==> src/rtl/cpu_pkg.sv <==
// cpu_pkg: shared fetch-stage types, reset PC default and alignment helpers
package cpu_pkg;

    typedef enum logic [1:0] {
        S_BOOT  = 2'd0,
        S_REQ   = 2'd1,
        S_VALID = 2'd2,
        S_ERR   = 2'd3
    } fetch_state_e;

    localparam logic [31:0] RESET_PC_DEFAULT = 32'h0000_3000;
    localparam logic [1:0]  ALIGN_MASK       = 2'b11;

    // A PC is legal only when it points at a 32-bit word boundary.
    function automatic logic misaligned(input logic [31:0] addr);
        return |(addr[1:0] & ALIGN_MASK);
    endfunction

endpackage

==> src/rtl/pc_fetch.sv <==
// pc_fetch: program counter register and single-outstanding instruction fetch FSM
module pc_fetch
    import cpu_pkg::*;
#(
    parameter logic [31:0] RESET_PC = RESET_PC_DEFAULT
) (
    input  logic        clk,
    input  logic        rst_n,
    input  logic [31:0] npc_in,
    input  logic        pc_wr,
    input  logic        stall,
    input  logic        redirect,
    input  logic [31:0] redirect_pc,
    input  logic        imem_ack,
    input  logic [31:0] imem_rdata,
    output logic        imem_req,
    output logic [31:0] imem_addr,
    output logic [31:0] pc_o,
    output logic [31:0] instr_o,
    output logic        instr_valid,
    output logic        addr_err,
    output logic [31:0] fetch_cnt
);

    if (misaligned(RESET_PC)) begin : g_bad_reset_pc
        $error("pc_fetch: RESET_PC must be word-aligned");
    end

    fetch_state_e state_q, state_d;
    logic [31:0]  pc_q, pc_d;
    logic [31:0]  instr_q;
    logic [31:0]  cnt_q;
    logic         err_q;
    logic         pend_vld_q;
    logic [31:0]  pend_pc_q;
    logic         load_pc, load_instr, set_err, set_pend, clr_pend;
    logic         pend_hit;
    logic [31:0]  pend_tgt, valid_tgt;

    // A redirect seen in the same cycle as the ack counts as already pending,
    // and a fresh redirect always supersedes an older pending target.
    assign pend_hit  = redirect | pend_vld_q;
    assign pend_tgt  = redirect ? redirect_pc : pend_pc_q;
    assign valid_tgt = redirect ? redirect_pc : npc_in;

    // Next-state and control strobes; every output defaulted first.
    always_comb begin
        state_d    = state_q;
        pc_d       = pc_q;
        load_pc    = 1'b0;
        load_instr = 1'b0;
        set_err    = 1'b0;
        set_pend   = 1'b0;
        clr_pend   = 1'b0;
        imem_req   = 1'b0;
        case (state_q)
            S_BOOT: state_d = S_REQ;
            S_REQ: begin
                imem_req = 1'b1;
                if (imem_ack && pend_hit) begin
                    load_pc  = 1'b1;
                    pc_d     = pend_tgt;
                    clr_pend = 1'b1;
                    set_err  = misaligned(pend_tgt);
                    state_d  = misaligned(pend_tgt) ? S_ERR : S_REQ;
                end else if (imem_ack) begin
                    load_instr = 1'b1;
                    state_d    = S_VALID;
                end else begin
                    set_pend = redirect;
                end
            end
            S_VALID: begin
                if (!stall && (redirect || pc_wr)) begin
                    load_pc = 1'b1;
                    pc_d    = valid_tgt;
                    set_err = misaligned(valid_tgt);
                    state_d = misaligned(valid_tgt) ? S_ERR : S_REQ;
                end
            end
            default: state_d = S_ERR;
        endcase
    end

    // FSM state register.
    always_ff @(posedge clk or negedge rst_n) begin
        if (!rst_n) state_q <= S_BOOT;
        else        state_q <= state_d;
    end

    // PC, delivered instruction, counter, sticky trap and pending redirect.
    always_ff @(posedge clk or negedge rst_n) begin
        if (!rst_n) begin
            pc_q       <= RESET_PC;
            instr_q    <= '0;
            cnt_q      <= '0;
            err_q      <= 1'b0;
            pend_vld_q <= 1'b0;
            pend_pc_q  <= '0;
        end else begin
            if (load_pc) pc_q <= pc_d;
            if (load_instr) begin
                instr_q <= imem_rdata;
                cnt_q   <= cnt_q + 32'd1;
            end
            if (set_err) err_q <= 1'b1;
            if (clr_pend) begin
                pend_vld_q <= 1'b0;
            end else if (set_pend) begin
                pend_vld_q <= 1'b1;
                pend_pc_q  <= redirect_pc;
            end
        end
    end

    assign pc_o        = pc_q;
    assign imem_addr   = pc_q;
    assign instr_o     = instr_q;
    assign instr_valid = (state_q == S_VALID);
    assign addr_err    = err_q;
    assign fetch_cnt   = cnt_q;

endmodule

==> config.mk <==
export PLATFORM = sky130hd
export DESIGN_NAME = pc_fetch
export DESIGN_NICKNAME = d
export VERILOG_FILES = /design/src/rtl/cpu_pkg.sv /design/src/rtl/pc_fetch.sv
export SDC_FILE = /design/constraint.sdc
export NUM_CORES = 1
export LEC_CHECK = 0
export BUFFER_PORTS_ARGS = -buffer_cell sky130_fd_sc_hd__buf_2
export CAP_MARGIN = 10
export CORE_MARGIN = 3
export CORE_UTILIZATION = 53
export DETAILED_ROUTE_END_ITERATION = 8
export PLACE_DENSITY = 0.85
export SYNTH_ARGS = -nofsm -noshare
export SYNTH_HDL_FRONTEND = slang
export SYNTH_SLANG_ARGS = --single-unit
==> constraint.sdc <==
create_clock -name clk -period 3.3 [get_ports clk]
set_clock_uncertainty 0.2 [all_clocks]
set_input_delay 0.495 -clock clk [delete_from_list [all_inputs] [get_ports clk]]
set_output_delay 0.495 -clock clk [all_outputs]
set_load 0.01 [all_outputs]
==> reports/metrics.yaml, run 1 <==
synth_seq_cells: 132
synth_nets: 718
place_hpwl_mm: 10.4
setup-tns-final_ns: 0
cts_tree: "built"
ant_nets: 0
grt_max_degree: 65
routed_wl_mm: 14.7
dpl_cell_area_sq_um: 7320
synth_area_sq_um: 6260
hp-start: "imem_rdata[18]"
avgSynthCellArea_sq_um: 10.3
fin_ws_ns: 0.916
synth_cell_types: 42
cp.required_ns: 3.39
synth-simple-area-share: 0.175
cts_made_buffers: 17
crit_type: "flop to flop"
start_util: 0.546
antenna_found_initial: 0
first_global_vias: 4851
hold_class: "primary input to flop"
num_rows: 39
outcome: "complete, no violations"
worst-r2r-cell-count: 6
synth_compound_area_frac: 0.0671
startpoint_type: "flop"
yosys.area_share.adder: 0.00999
final_util: 0.698
rsz0062_at_grt: "no"
drt_first_pass_iters: 4
final_area_sq_um: 8010
cp_max_fo: 10
die-area_sq_um: 13200
r2r_end: "fetch_cnt[26]"
seq_area_frac_synth: 0.528
clk_pin_slew_worst_paths_ns: 0.05
r2r_start: "state_q[1]"
htree_levels: 4
yosys_warnings: 0
drive_gt1_frac: 0.389
arrival_ns: 2.47
synth_top_family_by_area: "simple AND/OR/NAND/NOR gates"
async_reset_ff_frac: 1.00
clockBufferDepth: 2
finalCriticalPeriod_ns: 2.38
area_delta_synth_final_pct: 27.8
grt_pass1_wl_mm: 23.4
viasPerCell: 5.19
die-width_um: 115
drv_cap: 0
ff2ff_setup_slack_ns: 0.92
clk_latency_ns: 0.42
root_buffer: "clkbuf_16"
grt-ovfl-total: 0
drtIter0Drc: 337
setup_viol: 0
fin_nets: 917
dieHeight_um: 115
core_region_area_sq_um: 11500
gp_congestion: 0.825
post-route-period-util: 0.722
max_clock_freq_mhz: 420
io_pins: 233
groute.usage.overall: 0.226
num_antenna_cells: 0
critPathCaptureType: "flop"
min_path_cells: 3
syn_inst: 611
port_buffers: 232
wl_per_cell_um: 15.2
synth-xor-area-share: 0.0433
power_mw: 7.11
clock_sinks: 132
synth-edff-count: 0
ys.flop_type: "dfrtp_1"
irDropWorstVdd_v: 0.000664
hold_viol_final: 0
vias: 5014
synth_mux_area_frac: 0.109
post-place-ws_ns: 0.649
min_to: "instr_o[18]"
drc: 0
final_max_slew_viol_count: 0
static-leakage-power_nw: 4.23
power.density_nw_per_um2: 888
worst_pin_slew_ns: 0.808
relSlewSlack: 0.462
cell type report:
type | count | area [sq um]
repair buffers | 243 | 1270
multi-input cells | 409 | 2550
inverters | 7 | 26.3
well taps | 143 | 179
clock inverters | 14 | 233
flip-flops and latches | 132 | 3310
clock buffers | 18 | 439
fillers | 856 | 3460
layout by cell type (no fill, tap or decap), drive strengths merged:
cell type / netlist / layout
nor3b: 2 / 2
xor2: 2 / 2
o221ai: 1 / 1
a2bb2oi: 1 / 1
nand2: 144 / 144
a22o: 1 / 1
clkinvlp: 0 / 2
o211a: 1 / 1
nor2b: 1 / 1
xnor2: 29 / 29
a21oi: 34 / 34
nand4: 17 / 17
nand3: 10 / 10
dfstp: 2 / 2
and2: 1 / 1
mux2: 32 / 32
and3: 4 / 4
nor3: 6 / 6
dlygate4sd3: 0 / 1
o41ai: 1 / 1
nor4: 2 / 2
and4: 3 / 3
ha: 5 / 5
o21ai: 35 / 35
nor2: 40 / 40
nor4b: 1 / 1
a21o: 1 / 1
bufinv: 0 / 6
mux2i: 32 / 32
inv: 7 / 7
buf: 52 / 242
o21ba: 1 / 1
nand4bb: 1 / 1
clkbuf: 11 / 18
dfrtp: 130 / 130
clkinv: 0 / 6
a31oi: 1 / 1
worst max path at each step:
stage / startpoint / endpoint / slack [ns] / cells past startpoint
finish: state_q[1] / fetch_cnt[26] / 0.92 / 6
global route: state_q[1] / instr_o[9] / 0.70 / 7
CTS: state_q[1] / fetch_cnt[26] / 0.88 / 6
detailed placement: redirect / addr_err / 0.65 / 6
global placement: redirect / addr_err / 0.68 / 6
floorplan: state_q[1] / fetch_cnt[26] / 1.28 / 7
metal layers:
layer | GRT usage | share of wire | up-vias
li1 | - | - | 2424
met5 | 0 | 0 | -
met1 | 0.278 | 0.41 | 2387
met2 | 0.382 | 0.50 | 178
met3 | 0.0671 | 0.071 | 25
met4 | 0.0767 | 0.017 | 0
state kept, by name, indices dropped and copies added (netlist names):
name and cells:
instr_o 32, imem_addr 32, pend_vld_q 1, addr_err 1, pend_pc_q 32, fetch_cnt 32
state_q 2
cell usage after synthesis (2+ instances only):
master    number  area, sq um
nand3_1       10         50.1
buf_4         32          240
xor2_1         2         17.5
clkbuf_1      11         41.3
nand4_1       16          100
buf_1          2         7.51
nor4_4         2         42.5
xnor2_1       29          254
nor2_1        38          143
dfstp_2        2         52.6
inv_1          7         26.3
and3_1         4         25.0
nor3_1         5         25.0
dfrtp_1      130         3250
mux2_2        32          360
nand2_1      144          541
and4_1         3         26.3
buf_2         14         70.1
o21ai_1       32          160
mux2i_1       32          320
o21ai_0        3         15.0
a21oi_1       34          170
buf_6          4         45.0
ha_1           5         62.6
timing repair:
| item | CTS | global route |
|---|---|---|
| setup endpoints to repair | 0 | 0 |
| setup buffers | 0 | 0 |
| hold endpoints to repair | 20 | 0 |
| hold buffers | 1 | 0 |
| resized for setup | 0 | 0 |
critical path, stage by stage, from the launching register on:
cell and delay [ns]:
dfrtp_1 0.41, inv_1 0.09, ha_1 0.42, nand4bb_4 0.27
nor4_4 0.52, nand4_1 0.17, xnor2_1 0.17
where the power goes:
group | leakage, nW | switching, mW | internal [mW]
Sequential | 1.68 | 0.369 | 2.21
Combinational | 2.23 | 1.33 | 1.08
Clock | 0.326 | 0.691 | 1.43
stage by stage:
step	hold slack [ns]	instances
2_1_floorplan	-0.000591	611
3_3_place_gp	0.209	933
3_5_place_dp	0.207	933
4_1_cts	0.0492	966
5_1_grt	0.0514	966
6_report	0.0693	966
cell families after synthesis:
logic type / Yosys count
AO/OA/AOI/OAI: 77
adder cells (fa/ha/maj): 5
buffers and inverters: 70
flip-flops: 132
multiplexers: 64
AND/OR/NAND/NOR: 232
XOR/XNOR: 31
Note: power is estimated with default switching activity, not from simulation.
==> inputs of run 2 (changes only) <==
--- a/config.mk
+++ b/config.mk
@@ -8,9 +8,9 @@
 export BUFFER_PORTS_ARGS = -buffer_cell sky130_fd_sc_hd__buf_2
 export CAP_MARGIN = 10
 export CORE_MARGIN = 3
-export CORE_UTILIZATION = 53
+export CORE_UTILIZATION = 50
 export DETAILED_ROUTE_END_ITERATION = 8
-export PLACE_DENSITY = 0.85
+export PLACE_DENSITY = 0.81
 export SYNTH_ARGS = -nofsm -noshare
 export SYNTH_HDL_FRONTEND = slang
 export SYNTH_SLANG_ARGS = --single-unit
==> constraint.sdc (replaced) <==
create_clock -name clk -period 2.3 [get_ports clk]
set_clock_uncertainty 0.2 [all_clocks]
set_input_delay 0.345 -clock clk [delete_from_list [all_inputs] [get_ports clk]]
set_output_delay 0.345 -clock clk [all_outputs]
set_load 0.01 [all_outputs]
==> reports/metrics.yaml, run 2 (synthesis gave the netlist of run 1 again) <==
critPathCaptureType: "flop"
cp.required_ns: 2.40
gp_congestion: 0.850
die-width_um: 118
grt_pass1_wl_mm: 27.7
setup_viol: 0
cpMaxStageDelayCell: "nor4_4"
port_buffers: 232
min_to: "pend_vld_q"
grt-ovfl-total: 0
die-area_sq_um: 13900
ant_nets: 0
holdBufCountCts: 65
hold_class: "primary input to flop"
crit_type: "flop to flop"
final_cell_mix: "buf_2, nand2_1, dfrtp_1"
io_pins: 233
routed_wl_mm: 16.9
dp.cells: 966
grt_max_degree: 81
p_int_mw: 6.65
slowest_delay_ns: 0.49
finalNonFillerCells: 1063
path_buf_inv: 1
swShare: 0.347
vias: 5443
cts_resized: 0
ff2ff_setup_slack_ns: 0.15
static-leakage-power_nw: 4.52
htree_levels: 4
cts_tree: "built"
clock_sinks: 132
cp_cell_sequence: "inv_1 -> ha_1 -> nand4bb_4 -> nor4_4 -> nand4_1 -> xnor2_1"
m1WireLength_mm: 6.56
fin_nets: 989
drc: 0
cp.depth: 6
startpoint_type: "flop"
power_frac_comb: 0.360
top_layer: "met4"
clk_latency_ns: 0.42
switchingPower_mw: 3.53
viasPerCell: 5.12
wl_met2_mm: 8.77
place_hpwl_mm: 10.7
r2r_start: "state_q[1]"
outcome: "complete, no violations"
core_region_area_sq_um: 12100
max_clock_freq_mhz: 466
num_antenna_cells: 0
power.density_nw_per_um2: 1170
wl_per_cell_um: 15.9
drtIter0Drc: 455
worst-r2r-cell-count: 6
critPathTopFamily: "simple AND/OR/NAND/NOR gates"
relSlewSlack: 0.661
finalCriticalPeriod_ns: 2.15
drt_first_pass_iters: 4
irDropWorstVdd_v: 0.000733
arrival_ns: 2.25
dr_wl_met3_mm: 1.12
clockPowerShare: 0.275
antenna_found_initial: 0
first_global_vias: 5556
final_common_cell: "buf_2"
worst_pin_slew_ns: 0.506
dieHeight_um: 118
min_path_cells: 2
num_rows: 40
clockBufferDepth: 2
rsz0062_at_grt: "no"
post-route-period-util: 0.933
cts_setup_buffers: 0
groute.usage.overall: 0.247
cp_max_fo: 7
setup-tns-final_ns: 0
drv_cap: 0
clk_pin_slew_worst_paths_ns: 0.06
drive_gt1_frac: 0.366
final_max_slew_viol_count: 0
start_util: 0.517
cts_made_buffers: 17
r2r_end: "fetch_cnt[26]"
hold_viol_final: 0
hp-start: "imem_ack"
root_buffer: "clkbuf_16"
power.share.sequential: 0.365
area_delta_synth_final_pct: 38.8
==> run 2: how the worst max path moves through the flow <==
stage / end / slack (ns) / startpoint
finish: fetch_cnt[26] / 0.15 / state_q[1]
global route: fetch_cnt[26] / 0.02 / state_q[1]
CTS: fetch_cnt[26] / 0.13 / state_q[1]
detailed placement: fetch_cnt[26] / 0.16 / state_q[1]
global placement: fetch_cnt[26] / 0.26 / state_q[1]
floorplan: fetch_cnt[26] / 0.28 / state_q[1]
==> run 2: layer usage <==
metal  up-vias  global-route usage
met5         -                   0
met1      2597               0.289
li1       2567                   -
met2       229               0.419
met3        50              0.0740
met4         0               0.111
==> run 2: cell type report <==
cell class / instances / area [sq um]
Clock buffer: 20 / 467
Clock inverter: 12 / 154
Fill cell: 877 / 3410
Inverter: 7 / 26.3
Multi-Input combinational cell: 409 / 2550
Sequential cell: 132 / 3310
Tap cell: 168 / 210
Timing Repair Buffer: 315 / 1990
==> run 2: power groups by stage <==
stage	Clock (mW)	Combinational (mW)	Sequential, mW
after CTS	2.84	3.67	3.69
after detailed placement	0	3.57	3.71
final	2.80	3.67	3.71
after global placement	0	3.46	3.68
after floorplan	0	2.27	3.88
after global routing	2.95	4.04	3.82
==> run 2: per-stage QoR <==
| stage | util | power, mW | setup slack, ns | cell area (sq um) | hold WS [ns] |
|---|---|---|---|---|---|
| 2_1_floorplan | - | 6.15 | 0.279 | 6260 | -0.151 |
| 3_3_place_gp | 0.613 | 7.14 | 0.258 | 7430 | -0.0269 |
| 3_5_place_dp | 0.613 | 7.28 | 0.164 | 7430 | -0.0264 |
| 4_1_cts | 0.718 | 10.2 | 0.130 | 8700 | 0.00157 |
| 5_1_grt | 0.718 | 10.8 | 0.0211 | 8700 | 0.0188 |
| 6_report | 0.718 | 10.2 | 0.154 | 8700 | 0.0143 |
